### src/rtl/des_pkg.sv
// Shared DES definitions: controller states, key shift schedule and the
// standard permutation tables (entries are 1-based DES bit positions).
package des_pkg;

   typedef enum logic [1:0] {ST_IDLE, ST_LOAD, ST_ROUND, ST_DONE} state_e;
   typedef enum logic [1:0] {PERM_IP, PERM_FP, PERM_PC1, PERM_PC2} perm_e;

   localparam int SHIFTS [16] = '{1,1,2,2,2,2,2,2,1,2,2,2,2,2,2,1};

   localparam int IP_T [64] = '{
      58,50,42,34,26,18,10,2, 60,52,44,36,28,20,12,4,
      62,54,46,38,30,22,14,6, 64,56,48,40,32,24,16,8,
      57,49,41,33,25,17,9,1,  59,51,43,35,27,19,11,3,
      61,53,45,37,29,21,13,5, 63,55,47,39,31,23,15,7};

   localparam int FP_T [64] = '{
      40,8,48,16,56,24,64,32, 39,7,47,15,55,23,63,31,
      38,6,46,14,54,22,62,30, 37,5,45,13,53,21,61,29,
      36,4,44,12,52,20,60,28, 35,3,43,11,51,19,59,27,
      34,2,42,10,50,18,58,26, 33,1,41,9,49,17,57,25};

   localparam int PC1_T [56] = '{
      57,49,41,33,25,17,9,  1,58,50,42,34,26,18,
      10,2,59,51,43,35,27,  19,11,3,60,52,44,36,
      63,55,47,39,31,23,15, 7,62,54,46,38,30,22,
      14,6,61,53,45,37,29,  21,13,5,28,20,12,4};

   localparam int PC2_T [48] = '{
      14,17,11,24,1,5,   3,28,15,6,21,10,
      23,19,12,4,26,8,   16,7,27,20,13,2,
      41,52,31,37,47,55, 30,40,51,45,33,48,
      44,49,39,56,34,53, 46,42,50,36,29,32};

   function automatic int perm_src(input perm_e kind, input int j);
      case (kind)
         PERM_IP:  return IP_T[j];
         PERM_FP:  return FP_T[j];
         PERM_PC1: return PC1_T[j];
         default:  return PC2_T[j];
      endcase
   endfunction

   // Decrypt walks the schedule backwards: round 1 reuses C0,D0 (= C16,D16).
   function automatic logic [1:0] shift_amt(input logic [4:0] rnd, input logic dec);
      if (rnd == 5'd0 || rnd > 5'd16) return 2'd0;
      if (dec) return (rnd == 5'd1) ? 2'd0 : 2'(SHIFTS[17 - int'(rnd)]);
      return 2'(SHIFTS[int'(rnd) - 1]);
   endfunction

endpackage

### src/rtl/des_key_sched.sv
// One key-schedule step: rotate C and D independently, then PC-2.
module des_key_sched
   import des_pkg::*;
(
   input  logic [27:0] c,
   input  logic [27:0] d,
   input  logic [1:0]  shamt,
   input  logic        right,
   output logic [27:0] c_nxt,
   output logic [27:0] d_nxt,
   output logic [47:0] subkey
);

   // DES left rotate moves bit k+s to bit k, i.e. a right shift of the vector.
   function automatic logic [27:0] rot28(input logic [27:0] x, input logic [1:0] s,
                                         input logic rt);
      logic [55:0] dbl, lft, rgt;
      dbl = {x, x};
      lft = dbl >> s;
      rgt = dbl << s;
      return rt ? rgt[55:28] : lft[27:0];
   endfunction

   assign c_nxt = rot28(c, shamt, right);
   assign d_nxt = rot28(d, shamt, right);

   des_perm #(.KIND(PERM_PC2), .IN_W(56), .OUT_W(48)) u_pc2 (
      .din  ({d_nxt, c_nxt}),
      .dout (subkey)
   );

endmodule

### src/rtl/des_perm.sv
// Combinational bit permutation; dout[j] = din[table[j]-1], bit 0 = DES bit 1.
module des_perm
   import des_pkg::*;
#(
   parameter perm_e KIND  = PERM_IP,
   parameter int    IN_W  = 64,
   parameter int    OUT_W = 64
) (
   input  logic [IN_W-1:0]  din,
   output logic [OUT_W-1:0] dout
);

   // PC-1 drops parity bits and PC-2 drops eight key bits by design.
   logic din_unused;
   assign din_unused = ^din;

   for (genvar j = 0; j < OUT_W; j++) begin : g_bit
      localparam int SRC = perm_src(KIND, j) - 1;
      assign dout[j] = din[SRC];
   end

endmodule

### src/rtl/des_round_controller.sv
// Iterative DES datapath controller: one Feistel round per cycle, external
// f-function, IP/FP and key schedule held locally.
module des_round_controller
   import des_pkg::*;
#(
   parameter int ROUNDS = 16
) (
   input  logic        clk,
   input  logic        rst,
   input  logic        in_valid,
   output logic        in_ready,
   input  logic [63:0] in_block,
   input  logic [63:0] in_key,
   input  logic        in_decrypt,
   output logic [31:0] f_r,
   output logic [47:0] f_k,
   input  logic [31:0] f_out,
   output logic        out_valid,
   input  logic        out_ready,
   output logic [63:0] out_block,
   output logic        busy,
   output logic [4:0]  round_cnt
);

   state_e      state;
   logic        dec;
   logic [63:0] blk_q, key_q;
   logic [31:0] l, r;
   logic [27:0] c, d;
   logic [4:0]  rnd;

   logic [63:0] ip_out, fp_out;
   logic [55:0] pc1_out;
   logic [27:0] c_nxt, d_nxt;
   logic [31:0] r_nxt;
   logic [1:0]  shamt;

   assign r_nxt = l ^ f_out;
   assign shamt = shift_amt(rnd, dec);

   des_perm #(.KIND(PERM_IP),  .IN_W(64), .OUT_W(64)) u_ip  (.din(blk_q), .dout(ip_out));
   des_perm #(.KIND(PERM_PC1), .IN_W(64), .OUT_W(56)) u_pc1 (.din(key_q), .dout(pc1_out));
   // Final round output is {R16,L16} in DES order: R16 occupies bits 0..31.
   des_perm #(.KIND(PERM_FP),  .IN_W(64), .OUT_W(64)) u_fp  (.din({r, r_nxt}), .dout(fp_out));

   des_key_sched u_ks (
      .c      (c),
      .d      (d),
      .shamt  (shamt),
      .right  (dec),
      .c_nxt  (c_nxt),
      .d_nxt  (d_nxt),
      .subkey (f_k)
   );

   assign f_r       = r;
   assign in_ready  = (state == ST_IDLE);
   assign busy      = (state != ST_IDLE);
   assign out_valid = (state == ST_DONE);
   assign round_cnt = rnd;

   always_ff @(posedge clk or posedge rst) begin
      if (rst) begin
         state     <= ST_IDLE;
         dec       <= 1'b0;
         blk_q     <= '0;
         key_q     <= '0;
         l         <= '0;
         r         <= '0;
         c         <= '0;
         d         <= '0;
         rnd       <= '0;
         out_block <= '0;
      end else begin
         case (state)
            ST_IDLE: if (in_valid) begin
               blk_q <= in_block;
               key_q <= in_key;
               dec   <= in_decrypt;
               state <= ST_LOAD;
            end
            ST_LOAD: begin
               {r, l} <= ip_out;
               {d, c} <= pc1_out;
               rnd    <= 5'd1;
               state  <= ST_ROUND;
            end
            ST_ROUND: begin
               l <= r;
               r <= r_nxt;
               c <= c_nxt;
               d <= d_nxt;
               if (rnd == 5'(ROUNDS)) begin
                  out_block <= fp_out;
                  rnd       <= '0;
                  state     <= ST_DONE;
               end else begin
                  rnd <= rnd + 5'd1;
               end
            end
            ST_DONE: if (out_ready) state <= ST_IDLE;
            default: state <= ST_IDLE;
         endcase
      end
   end

endmodule
### config.mk
export PLATFORM = sky130hd
export DESIGN_NAME = des_round_controller
export DESIGN_NICKNAME = d
export VERILOG_FILES = /design/src/rtl/des_pkg.sv /design/src/rtl/des_key_sched.sv /design/src/rtl/des_perm.sv /design/src/rtl/des_round_controller.sv
export SDC_FILE = /design/constraint.sdc
export NUM_CORES = 1
export LEC_CHECK = 0
export CAP_MARGIN = 10
export CELL_PAD_IN_SITES_DETAIL_PLACEMENT = 1
export CELL_PAD_IN_SITES_GLOBAL_PLACEMENT = 1
export CORE_MARGIN = 2
export CORE_UTILIZATION = 25
export CTS_CLUSTER_SIZE = 24
export DETAILED_ROUTE_END_ITERATION = 7
export PLACE_DENSITY = 0.59
export SYNTH_ARGS = -nofsm -noshare
export SYNTH_HDL_FRONTEND = slang
export SYNTH_SLANG_ARGS = --single-unit
### constraint.sdc
create_clock -name clk -period 13.9 [get_ports clk]
set_clock_uncertainty 0.1 [all_clocks]
set_input_delay 1.39 -clock clk [delete_from_list [all_inputs] [get_ports clk]]
set_output_delay 1.39 -clock clk [all_outputs]
set_load 0.005 [all_outputs]
==> metrics, run 1 <==
status=finished, final reports clean; synth warn=0; fraction of registers with async set/reset=100%; dpl hpwl=40200 µm; root buffer cell=clkbuf_16; # resized after CTS=0; Mapped Cells=1596; cell taking the most area after synthesis=dfrtp_1; DRT iter0 DRCs=774; Top Ports=317; period utilization=48.7%; vias in the first global route=14.8k; RSZ-0062 raised after global routing=false; WP data arrival=5270 ps; Hold Slack=373 ps; Global Route Usage Sum=17.7%; clock sinks=312; Clk network pwr share=17.6%; Antenna Nets Post-Route=0; Netlist Area Pre-Place=16600 µm²; hold_buf cts=0; fin nets=1983; Post-synth EDFFs=0; VDD IR-drop max=0.000146 V; Slew Limit Fails=0; Worst Tran Pin Value=1150 ps; first-pass GRT wire length=93100 µm; DRC Markers=0; Final Hold Viols=0; die height=262 µm; Die X=262 µm; Worst Hold Class=reg2reg; Netlist cell types=72; Startpoint Class=register; initial antenna violation count=22; power share of the combinational group=57.0%; vias per cell=5.13; Worst EP required=12410 ps; WS Path Type=reg2out; Setup crit start=dec; count leader, synth=dfrtp_1; GP Congestion=0.840; Internal Power=3.66 mW; HP Start=out_block[61]; syn_area_per_cell=10.4 µm²; Synth area leaders=dfrtp_1, mux2_2, mux2i_1, nor2_1, o211ai_1; Max FO, Critical Path=60; fin crit period=6760 ps; Post-CTS Setup Bufs=0; Port-buffer cells=308; drt wl/cell=22.7 µm; share of layout cells above drive strength 1=16.6%; Slew headroom=23.4%; crit path capture type=output port; Reg power frac=25.3%; Vias=13.9k; Layout area overhead=30.7%; FP Rows=94; Core ar.=65700 µm²; FMAX=148 MHz; WL final=61400 µm; Synthesized Nets=1773; DRT Pass-1 Iters=5; sequential-to-total area share from yosys stat=47.0%; Starting Density=25.3%; # setup viols final=0; fill cell count=7244; Post-synth top cells=dfrtp_1, mux2_2, nor2_1; Max Cap Viol=0; largest net degree at the start of global routing=121; setup TNS=0 ps; dominant synthesized flop cell=dfrtp_1; CTS tree=built; H-tree depth=2; CTS buffer count=41; total gr overflow=0; post-synth top area share=47.0%; Pleak=9.04 nW; clock slew at reported path FFs=60 ps; Clock Latency Late Sink=590 ps; die area=68500 µm²; switching power=2.93 mW; Longest Clk Path Bufs=3; Net Sw Frac=44.4%; PwrDens=303 nW/µm²; Crit Reg-Reg Startpoint=dec; Yosys reg bits=312
[cell type report]
type                    instances  area (µm²)  area share, %
multi-input cells            1067        7850           36.2
clock buffers                  59        1170           5.41
inverters                      49         191          0.882
repair buffers                335        3290           15.1
diodes                          6        15.0         0.0692
well taps                     864        1080           4.98
flip-flops and latches        312        7810           36.0
clock inverters                15         304           1.40
[path summary, 6_finish.rpt]
kind	to	slack [ps]	cells after the start
setup / recovery	f_k[46]	7140	10
hold / removal	out_block[61]	370	2
setup reg to reg	c[23]	9550	9
hold reg to reg	out_block[61]	370	2
max in group asynchronous	key_q[5]	10030	4
min in group asynchronous	out_block[8]	1280	2
[registers in the layout, summed over array words and instances, names as in the netlist]
register and count:
c 28, state 2, out_block 64, key_q 56
f_r 32, d 28, round_cnt 5, l 32
blk_q 64, dec 1
[power groups by stage]
stage / Combinational (mW) / Sequential [mW] / Clock (mW)
floorplan: 2.45 / 1.52 / 0
global placement: 3.68 / 1.66 / 0
detailed placement: 3.76 / 1.68 / 0
CTS: 3.78 / 1.67 / 1.20
global route: 4.08 / 1.73 / 1.23
finish: 3.76 / 1.67 / 1.16
[kinds of logic (layout without fill, tap and decap cells)]
logic type,Yosys count,count (layout),share of synthesized area (%)
buffers and inverters,217,458,6.14
other,0,6,0
AOI/OAI and AO/OA,454,454,19.4
xor gates and xnor gates,34,34,1.79
muxes,243,243,15.9
DFF,312,312,47.0
and+or+nand+nor,323,323,8.77
adders and majority gates,13,13,0.964
[placed cells by master, fill, tap and decap left out, drive strengths merged, types with 29 or more instances in the layout]
cell type and n:
nand3 41, inv 50, clkbuf 59, nor2 119, nor3 29, mux2i 75
o21ai 76, a211oi 37, clkdlybuf4s50 308, o211ai 57, a21oi 70, a21o 37
a31oi 45, nand2 92, mux2 168, dfrtp 312, xnor2 34
[critical path, stage by stage (launching register included)]
cell             delay, ps
dfrtp_2                440
buf_4                  760
inv_1                  310
o21ai_1                580
nor2_1                 310
a21oi_4                210
buf_4                  570
nand2_1                270
a221oi_2               370
a21boi_1               300
clkdlybuf4s50_1        550
[stage by stage]
stage / power (mW) / instance area [µm²] / setup slack, ps / util, % / cells
2_1_floorplan: 3.97 / 16600 / 3780 / - / 1596
3_3_place_gp: 5.35 / 20200 / 7800 / 30.7 / 2627
3_5_place_dp: 5.44 / 20200 / 7750 / 30.7 / 2627
4_1_cts: 6.65 / 21700 / 7140 / 33.0 / 2701
5_1_grt: 7.04 / 21700 / 6870 / 33.0 / 2703
6_report: 6.59 / 21700 / 7140 / 33.0 / 2707
[layer usage]
layer / vias to the layer above / wire length (µm) / track usage [%]
met4: 34 / 1990 / 5.98
met3: 134 / 5250 / 6.45
met2: 424 / 28500 / 28.7
met1: 7049 / 25400 / 21.8
li1: 6240 / - / -
met5: - / 224 / 0
Power figures use the tool's default switching activity.
==> run 2, diff against run 1 <==
clock period = 6.6 ns   (was 13.9 ns; I/O delays follow)
==> metrics, run 2 (synthesis gave the netlist of run 1 again) <==
status=finished, final reports clean (unchanged); H-tree depth=2 (unchanged); most frequent cells in the layout=dfrtp_1, clkdlybuf4s50_1, mux2_2 (unchanged); WP data arrival=5320 ps (was 5270 ps); clock slew at reported path FFs=50 ps (was 60 ps); Worst Tran Pin Value=1080 ps (was 1150 ps); total gr overflow=0 (unchanged); fill cell count=7321 (was 7244); hold_buf cts=0 (unchanged); die height=262 µm (unchanged); GP Congestion=0.859 (was 0.840); DRT Pass-1 Iters=5 (unchanged); non-filler instance count after layout=2702 (was 2707); root buffer cell=clkbuf_16 (unchanged); die area=68500 µm² (unchanged); Starting Density=25.3% (unchanged); Max Cap Viol=0 (unchanged); Longest Clk Path Bufs=3 (unchanged); WL final=61200 µm (was 61400 µm); initial antenna violation count=15 (was 22); Worst EP required=5840 ps (was 12410 ps); Die X=262 µm (unchanged); PwrDens=632 nW/µm² (was 303 nW/µm²); DRT iter0 DRCs=967 (was 774); DRC Markers=0 (unchanged); fin crit period=6080 ps; Core ar.=65700 µm² (unchanged); kind of cell adding the most delay to the critical path=compound AO/OA/AOI/OAI gates (was buffers and inverters); # resized after CTS=0 (unchanged); Slew headroom=27.8% (was 23.4%); CTS buffer count=40 (was 41); FMAX=164 MHz; crit path cell chain=inv_1, ha_1, nor3b_1, o21a_1, nor3_4, buf_4, a21oi_4, buf_4, nand2_1, a221oi_2, a21boi_1, clkdlybuf4s50_1 (was buf_4, inv_1, o21ai_1, nor2_1, a21oi_4, buf_4, nand2_1, a221oi_2, a21boi_1, clkdlybuf4s50_1); Layout area overhead=29.7% (was 30.7%); placed cell area=20200 µm² (about the same); Pleak=8.99 nW (was 9.04 nW); dpl cells=2630 (was 2627); Slew Limit Fails=0 (unchanged); CTS tree=built (unchanged); VDD IR-drop max=0.000346 V (was 0.000146 V); FP Rows=94 (unchanged); Vias=13.9k (about the same); crit path buf inv count=4 (unchanged); Worst path max stage delay=720 ps (was 760 ps); Worst Hold Class=reg2reg (unchanged); Global Route Usage Sum=17.8% (was 17.7%); Slowest-stage cell, CP=o21a_1 (was buf_4); vias in the first global route=14.8k (about the same); commonest non-fill, non-tap cell in the layout=dfrtp_1 (unchanged); Power Total=13.6 mW (was 6.59 mW); largest net degree at the start of global routing=97 (was 121); vias per cell=5.13 (about the same); # setup viols final=0 (unchanged); Clock Latency Late Sink=580 ps (was 590 ps); cell repeated most along the worst path=buf_4 (unchanged); post-route cell area=21500 µm² (was 21700 µm²); crit path capture type=output port (unchanged); Post-CTS Setup Bufs=0 (unchanged); Final Hold Viols=0 (unchanged); Antenna Nets Post-Route=0 (unchanged); dpl hpwl=41100 µm (was 40200 µm); biggest regs=blk_q: 64 flops, out_block: 64 flops, key_q: 56 flops (unchanged); Startpoint Class=register (unchanged); drt wl/cell=22.7 µm (about the same); WS Path Type=reg2out (unchanged); Max FO, Critical Path=28 (was 60); setup TNS=0 ps (unchanged); first-pass GRT wire length=93900 µm (was 93100 µm); Top Ports=317 (unchanged); Port-buffer cells=308 (unchanged); clock sinks=312 (unchanged); RSZ-0062 raised after global routing=false (unchanged); period utilization=92.2%; share of layout cells above drive strength 1=16.3% (was 16.6%); fin nets=1985 (was 1983)
-- run 2: cell count changes in the layout (fill, tap and decap cells not counted), moves of 2 or more --
cell        delta
buf_4          +3
clkinvlp_4     -3
bufinv_16      -4
clkinv_2       +2
diode_2        -4
clkbuf_1       +3
-- run 2: cell type report --
cell class              instances  area, µm²  area share, %
multi-input cells            1067       7850           36.4
well taps                     864       1080           5.02
inverters                      49        188          0.871
flip-flops and latches        312       7810           36.2
repair buffers                338       3310           15.4
diodes                          2       5.00         0.0232
clock buffers                  60       1150           5.32
clock inverters                10        161          0.749
-- run 2: stage by stage --
step | setup WS (ps) | hold WS [ps] | utilization, %
after floorplan | 1690 | 371 | -
after global placement | 1220 | 362 | 30.8
after detailed placement | 1160 | 373 | 30.8
after CTS | 548 | 386 | 32.8
after global routing | 262 | 412 | 32.8
final | 518 | 380 | 32.8
-- run 2: routing by layer --
| metal | share of wire (%) | track usage (%) |
|---|---|---|
| met1 | 42 | 22.9 |
| met2 | 47 | 28.5 |
| met3 | 8.4 | 5.72 |
| met4 | 2.5 | 5.00 |
| met5 | 0.28 | 0 |
-- run 2: worst paths after layout --
check | start | slack [ps] | end | cells past startpoint
hold reg to reg | out_block[1] | 380 | out_block[1] | 2
max in group asynchronous | rst | 4470 | d[10] | 3
hold / removal | out_block[1] | 380 | out_block[1] | 2
setup / recovery | round_cnt[0] | 520 | f_k[46] | 12
setup reg to reg | round_cnt[0] | 2180 | c[23] | 11
min in group asynchronous | rst | 550 | f_r[3] | 2
-- run 2: worst min-delay path, delay by kind of cell (launching register included) --
| kind | cells | cell delay [ps] |
|---|---|---|
| flops | 1 | 340 |
| compound gates | 1 | 60 |
| simple gates | 1 | 50 |
-- run 2: power by group --
| part | total, mW | leakage [nW] | internal (mW) | switching [mW] |
|---|---|---|---|---|
| Combinational | 7.92 | 4.69 | 3.49 | 4.42 |
| Clock | 2.20 | 0.637 | 1.29 | 0.911 |
| Sequential | 3.51 | 3.66 | 2.74 | 0.769 |
